<file path="config.mk">
export PLATFORM = sky130hd
export DESIGN_NAME = jtpopeye_rom_arb
export DESIGN_NICKNAME = d
export VERILOG_FILES = /design/src/rtl/jtpopeye_rom_arb.sv
export SDC_FILE = /design/constraint.sdc
export NUM_CORES = 1
export LEC_CHECK = 0
export CAP_MARGIN = 20
export CORE_MARGIN = 2
export CORE_UTILIZATION = 50
export CTS_CLUSTER_SIZE = 16
export DETAILED_ROUTE_END_ITERATION = 8
export PLACE_DENSITY = 0.8
export SYNTH_ARGS = -nofsm -noshare
export SYNTH_HDL_FRONTEND = slang
export SYNTH_SLANG_ARGS = --single-unit
</file>
<file path="constraint.sdc">
create_clock -name clk -period 2.95 [get_ports clk]
set_input_delay 0.59 -clock clk [delete_from_list [all_inputs] [get_ports clk]]
set_output_delay 0.59 -clock clk [all_outputs]
set_load 0.02 [all_outputs]
</file>
<file path="src/rtl/jtpopeye_rom_arb.sv">
// rtl/jtpopeye_rom_arb.sv - round-robin arbiter sharing one SDRAM ROM read port among four cached slots
module jtpopeye_rom_arb #(
    parameter int AW      = 22,
    parameter int DW      = 32,
    parameter int TIMEOUT = 255
) (
    input  logic            clk,
    input  logic            rst_n,
    input  logic            downloading,
    input  logic            loop_rst,
    input  logic [3:0]      slot_cs,
    input  logic [4*AW-1:0] slot_addr,
    output logic [3:0]      slot_ok,
    output logic [4*DW-1:0] slot_dout,
    output logic [AW-1:0]   sdram_addr,
    output logic            sdram_re,
    input  logic [DW-1:0]   data_read,
    input  logic            data_rdy
);

    typedef enum logic [1:0] {IDLE, ISSUE, WAIT} state_t;

    state_t        state, state_nx;
    logic [3:0]    valid;
    logic [AW-1:0] caddr [4];
    logic [1:0]    rr, gnt, pick, idx;
    logic          found;
    logic [7:0]    tcnt;
    logic [3:0]    hit, pending;
    logic          hold, grant, fill;

    assign hold = downloading | loop_rst;

    always_comb begin
        hit     = 4'd0;
        slot_ok = 4'd0;
        pending = 4'd0;
        for (int i = 0; i < 4; i++) begin
            hit[i]     = valid[i] && (caddr[i] == slot_addr[i*AW +: AW]);
            slot_ok[i] = slot_cs[i] & hit[i];
            pending[i] = slot_cs[i] & ~hit[i];
        end
    end

    // Search starts just after the last granted slot, so that slot is tried last.
    always_comb begin
        found = 1'b0;
        pick  = rr;
        idx   = rr;
        for (int k = 1; k <= 4; k++) begin
            idx = rr + 2'(k);
            if (!found && pending[idx]) begin
                found = 1'b1;
                pick  = idx;
            end
        end
    end

    always_comb begin
        state_nx = state;
        case (state)
            IDLE:    if (found) state_nx = ISSUE;
            ISSUE:   state_nx = WAIT;
            WAIT: begin
                if (data_rdy)
                    state_nx = IDLE;
                else if (tcnt == 8'(TIMEOUT - 1))
                    state_nx = IDLE;
            end
            default: state_nx = IDLE;
        endcase
        if (hold) state_nx = IDLE;
    end

    assign sdram_re = (state == ISSUE) && !hold;
    assign grant    = (state == IDLE) && found && !hold;
    assign fill     = (state == WAIT) && data_rdy && !hold;

    always_ff @(posedge clk or negedge rst_n) begin
        if (!rst_n) begin
            state      <= IDLE;
            valid      <= 4'd0;
            rr         <= 2'd3;
            gnt        <= 2'd0;
            tcnt       <= 8'd0;
            sdram_addr <= '0;
            slot_dout  <= '0;
            for (int i = 0; i < 4; i++) caddr[i] <= '0;
        end else begin
            state <= state_nx;
            if (grant) begin
                gnt        <= pick;
                rr         <= pick;
                sdram_addr <= slot_addr[int'(pick)*AW +: AW];
            end
            if (state == ISSUE)
                tcnt <= 8'd0;
            else if (state == WAIT)
                tcnt <= tcnt + 8'd1;
            // ROM contents may change under download/refresh reset, so drop every cache line.
            if (hold) begin
                valid <= 4'd0;
            end else if (fill) begin
                valid[gnt]                   <= 1'b1;
                caddr[gnt]                   <= sdram_addr;
                slot_dout[int'(gnt)*DW +: DW] <= data_read;
            end
        end
    end

endmodule

</file>
Word level (Yosys, flattened, before mapping)
Index checks and enable logic that the tools add are counted.
Word-level totals
  latch bits: 0
  logic and storage cells: 107
  memory bits (read-only): 0
  flip-flop bits (word level): 256
  bits of input ports: 129
  bits in writable memories: 0
  memories kept: 0
Operators by class
  divide/modulo/power cells: 0
  multipliers: 1
  muxes and demuxes: 31
  reductions and logical operators: 23
  shift-type cells: 3
  $add $sub $neg: 5
  bitwise logic cells: 16
  equality and inequality tests: 9
  order comparisons: 8
Operators by type and width (count)
  $bwmux 128: 1
  $shift 32x33->128 const A: 1
  $shiftx 32x33->128: 1
  $bwmux 88: 1
  $eq 22x22->1: 4
  $shiftx 88x8->22: 1
  $demux 22 s2: 1
  $neg 7->33: 1
  $mux 22: 1
  $mux 2: 8
  $mux 8: 2
  $lt 2x3->1 const B: 5
  $logic_and 1x1->1: 14
  $mux 1: 9
  $add 8x1->8 const B: 1
  $and 1x1->1: 8
  $bmux 1 s2: 4
  $eq 8x8->1 const B: 1
  $mux 4: 2
  $mul 2x4->6 const B: 1
  $pmux 2 s3: 1
  $not 1->1: 5
  $add 2x2->2 const B: 2
  $logic_not 1->1: 4
  15 further kinds: 17

Longest topological paths before layout
  depth in word-level cells: 19
  mapped depth: 10
  gate-level depth less buffers: 8

Least setup slack after synthesis
Ideal clock, no wire load.
  path type: input to register
  from: input port slot_addr[82]
  to: register sdram_addr[10]
  buffers on the path: 2
  required time: 2.818 ns
  arrival time: 2.508 ns
  stages on the path: 10
  slack: 0.310 ns
  path through: xor2_1 > nor4_1 > nand4_1 > o31ai_4 > o22ai_1 > a211oi_2 > buf_6 > buf_8 > mux2i_1 > o221ai_2
On the way
  cells in the longest elaborated chain, start to end: 18
  elaborated cells between the ends (all ways): 30
  classes of those cells: mul (1); eq/ne (1); shift (1); mux (16); bitwise (2); reduce/logical (9)
Ends and longest elaborated chain
  from (decl): RTL line 12  | input logic [4*AW-1:0] slot_addr,
  $eq 22x22->1: RTL line 39  | hit[i] = valid[i] && (caddr[i] == slot_addr[i*AW +: AW]);
  $logic_and 1x1->1: RTL line 39
  $not 1->1: RTL line 41  | pending[i] = slot_cs[i] & ~hit[i];
  $and 1x1->1: RTL line 41
  $bmux 1 s2: RTL line 52  | if (!found && pending[idx]) begin
  $mux 1 (not written as such): RTL line 52
  $mux 1: RTL line 52
  $logic_not 1->1: RTL line 52
  [... 2 more ...]
  $logic_not 1->1: RTL line 52
  $logic_and 1x1->1: RTL line 52
  $mux 1: RTL line 52
  $logic_not 1->1: RTL line 52
  $logic_and 1x1->1: RTL line 52
  $mux 2 / $mux 1 (equally long branches): RTL line 52
  $mul 2x4->6 / $logic_and 1x1->1 (equally long branches): RTL line 94, 76
  $shiftx 88x8->22 / $logic_and 1x1->1 (equally long branches): RTL line 94, 76
  to (signal assigned): RTL line 94  | sdram_addr <= slot_addr[int'(pick)*AW +: AW];
  to (decl): RTL line 15  | output logic [AW-1:0] sdram_addr,
Parallel ways exist; a longest one is shown, timed or not. The select of a mux whose other input is x is not followed.
A chain may end at the register's enable or synchronous reset.

Worst setup path after layout
  from: input port slot_addr[20]
  to: output port slot_ok[0]
On the way
  cells in the longest elaborated chain, start to end: 3
Ends and longest elaborated chain
  $eq 22x22->1: RTL line 39
  $logic_and 1x1->1: RTL line 39
  $and 1x1->1: RTL line 40  | slot_ok[i] = slot_cs[i] & hit[i];
  to (decl): RTL line 13  | output logic [3:0] slot_ok,
Every way passes these cells.

==> impl_metrics.csv <==
group,metric,value,unit
critical_path,end_kind,"output pin",
pwr,p_int,7.28,mW
sta,rsz0062_at_grt,"yes",
synth,synth_edf_count,0,
floorplan,die_w,158,µm
sta,worst_slew_pin_slew,639,ps
sta,setup_violations,2,
pwr,switchingPower,3.59,mW
synth,syn_inst,1116,
routing,drc_errors,0,
synth,synthTopCellsByArea,"dfrtp_1 (54%), nand2_1 (9.8%), mux2_2 (8.6%)",
critical_path,crit_type,"primary input to output pin",
cts,cts_max_level,1,
cts,post_cts_hold_buffer_count,0,
critical_path,path_max_fanout,2,
pwr,pwr-share-clk,0.305,
global_route,grt_max_degree,77,
synth,synth_area_per_cell,10.6,µm²
critical_path,cpPeakStageDelay,540,ps
routing,dr.first_iter.drc_count,599,
floorplan,boundaryPins,284,
sta,maxClockFrequency,0.333,GHz
synth,yosys.cell_types.count,39,
sta,min_period,3000,ps
place,routabilityCongestion,0.911,
floorplan,die_h,158,µm
pwr,power.density,652,nW/µm²
place,hpwl,25200,µm
cts,insertion_delay,540,ps
critical_path,crit_required,2360,ps
finish,fillers,1609,
critical_path,critPathArrivalTime,2410,ps
pwr,seqPwrFrac,0.395,
finish,fin_nets,1585,
global_route,grt_pass1_wl,55600,µm
finish,area_delta_synth_final,41.0,%
synth,yosysTopAreaCellShare,0.538,
pwr,vdd_ir_drop_max,0.000494,V
pwr,p_comb_frac,0.299,
floorplan,core,23300,µm²
synth,ys_async_sr_fraction,1.00,
sta,slew_viol_final,0,
finish,multi_input_area,5370,µm²
status,violations,"negative hold slack, negative setup slack",
synth,ys_ff_latch,256,
sta,slew_headroom,0.574,
cts,clkTransAtPathRegs,60,ps
critical_path,r2r_start,"caddr[16]",
finish,final_util,0.715,
synth,synth_area_leader_cell,"dfrtp_1",
finish,register_area,6410,µm²
global_route,track_usage,0.289,
floorplan,dieArea,24900,µm²
synth,syn_area,11800,µm²
cts,cts.path.max_buffers,3,
global_route,antenna_found_initial,1,
sta,fin_ws,-52.3,ps
floorplan,rows,56,
routing,viasPerCell,5.50,
sta,hold_ws,-7.45,ps
routing,wl,37100,µm
routing,vias,9808,
critical_path,worst_setup_path_start_kind,"primary input",
pwr,leakage,7.62,nW
cts,cts_buffers,27,
routing,ant_nets,0,
finish,final_layout_size_suffix_gt1_frac,0.189,
sta,finalHoldViolations,3,
global_route,first_global_vias,10000,
cts,cts_tree,"yes",
cts,cts.sinks,256,
flow_run,cap_violations,0,
place,portBuffers,283,
status,status,"finished with violations",
critical_path,cp_slowest_cell,"clkdlybuf4s50_1",
sta,skew,15.0,ps
critical_path,crit_top_cell,"buf_4",
synth,yosysWarnings,0,
min_path,min_path_type,"primary input to asynchronous set/reset pin",
pwr,switching_share,0.330,
routing,firstDrtPassIters,5,
synth,syn_nets,1259,
global_route,grt_overflow,0,
synth,synthFlopType,"dfrtp_1",
synth,ys_seq_area_frac,0.542,
cts,cts-root-buf,"clkbuf_16",
routing,wl_per_cell,20.8,µm
floorplan,initial_core_util,0.507,
critical_path,crit_start,"slot_addr[20]",
critical_path,cp_cell_sequence,"clkdlybuf4s50_1, xnor2_1, buf_4, nand4_1, nor4_4, nand3_1, nor2_1, buf_4",
sta,period_share,1.02,
[path summary, 6_finish.rpt]
path	end	slack, ps	cells past startpoint
max in group asynchronous	rr[1]	2040	2
max reg2reg	sdram_addr[19]	70	10
min reg2reg	slot_dout[56]	480	2
min	caddr[53]	-7	1
min in group clk	slot_dout[56]	480	2
max	slot_ok[0]	-50	8
[critical path: cells and delay by family]
| kind | cells | cell delay [ps] |
|---|---|---|
| simple gates | 4 | 830 |
| xor+xnor | 1 | 140 |
| buf+inv | 3 | 850 |
[layout by cell type (no fill, tap or decap), types with 3 or more instances in the layout]
cell and n:
nand2_1 305, clkdlybuf4s50_1 255, dfrtp_1 254, o21ai_0 132, mux2_2 90, buf_4 61, mux2i_1 40, xnor2_1 38
xor2_1 37, clkbuf_16 30, nand4_1 17, inv_1 15, xnor2_2 14, ha_1 14, dlymetal6s2s_1 14, o221ai_2 12
o221ai_1 10, nor2_1 9, dlygate4sd2_1 9, clkbuf_1 8, buf_12 8, nand3_1 7, clkinv_2 7, a21oi_1 6
clkbuf_8 6, nor4_1 5, nor4_2 5, nand2_2 5, mux2i_2 5, nor3b_2 3, a31o_2 3, o22ai_1 3
buf_6 3
[power groups by stage]
stage | sequential (mW) | clock (mW) | combinational, mW
3_5_place_dp | 4.34 | 0 | 2.96
5_1_grt | 4.36 | 3.51 | 3.48
4_1_cts | 4.29 | 3.36 | 2.99
3_3_place_gp | 4.33 | 0 | 2.88
2_1_floorplan | 4.44 | 0 | 1.50
6_report | 4.30 | 3.32 | 3.25
[stage by stage]
stage | setup TNS, ps | cells | power [mW] | setup slack (ps) | cell area [µm²]
2_1_floorplan | 0 | 1116 | 5.93 | 310 | 11800
3_3_place_gp | -17710 | 1725 | 7.21 | -742 | 15400
3_5_place_dp | -18350 | 1725 | 7.30 | -730 | 15400
4_1_cts | 0 | 1776 | 10.6 | 2.60 | 16400
5_1_grt | -898 | 1783 | 11.4 | -153 | 16700
6_report | -88.9 | 1783 | 10.9 | -52.3 | 16700
[logic make-up after synthesis]
kind of cell,Yosys count,synth area share
simple gates,372,0.130
flops,256,0.542
compound gates,173,0.0908
mux,137,0.126
xor+xnor,91,0.0674
buf+inv,73,0.0293
fa+ha+maj,14,0.0148
[flip-flops by register name, indices dropped and copies added (netlist names)]
name and cells:
caddr 88, slot_dout 128, rr 2, sdram_addr 22
state 2, gnt 2, tcnt 8, valid 4
[routing by layer]
metal | vias up | global-route usage | part of all wire
met3 | 118 | 0.0736 | 0.093
met4 | 0 | 0.110 | 0.041
met2 | 491 | 0.473 | 0.48
met1 | 4746 | 0.372 | 0.39
met5 | - | 0 | 0
li1 | 4453 | - | -
[Yosys cell counts (all sizes together), types with 3 or more instances]
library cell and n:
nand2 310, xor2 39, nand4 17, inv 15, nor4 12, dfrtp 254
xnor2 52, mux2 90, a21oi 6, clkbuf 41, nor2 9, ha 14
o21ai 132, nor3b 4, o22ai 5, nor3 3, a31o 3, nand3 9
o221ai 22, mux2i 47, buf 17
[area by class of cell]
| cell class | instances | share of cell area |
|---|---|---|
| repair buffers | 355 | 0.214 |
| diodes | 1 | 0.000150 |
| well taps | 319 | 0.0239 |
| multi-input cells | 787 | 0.322 |
| clock inverters | 9 | 0.00443 |
| clock buffers | 41 | 0.0473 |
| inverters | 15 | 0.00338 |
| flip-flops and latches | 256 | 0.384 |
[timing repair]
item | 4_1_cts | 5_1_grt
endpoints found under the setup margin | 27 | 27
buffers inserted | 1 | 2
resized for setup | 45 | 43
cloned | 0 | 4
pin swaps | 14 | 22
(Power assumes the default switching activity.)
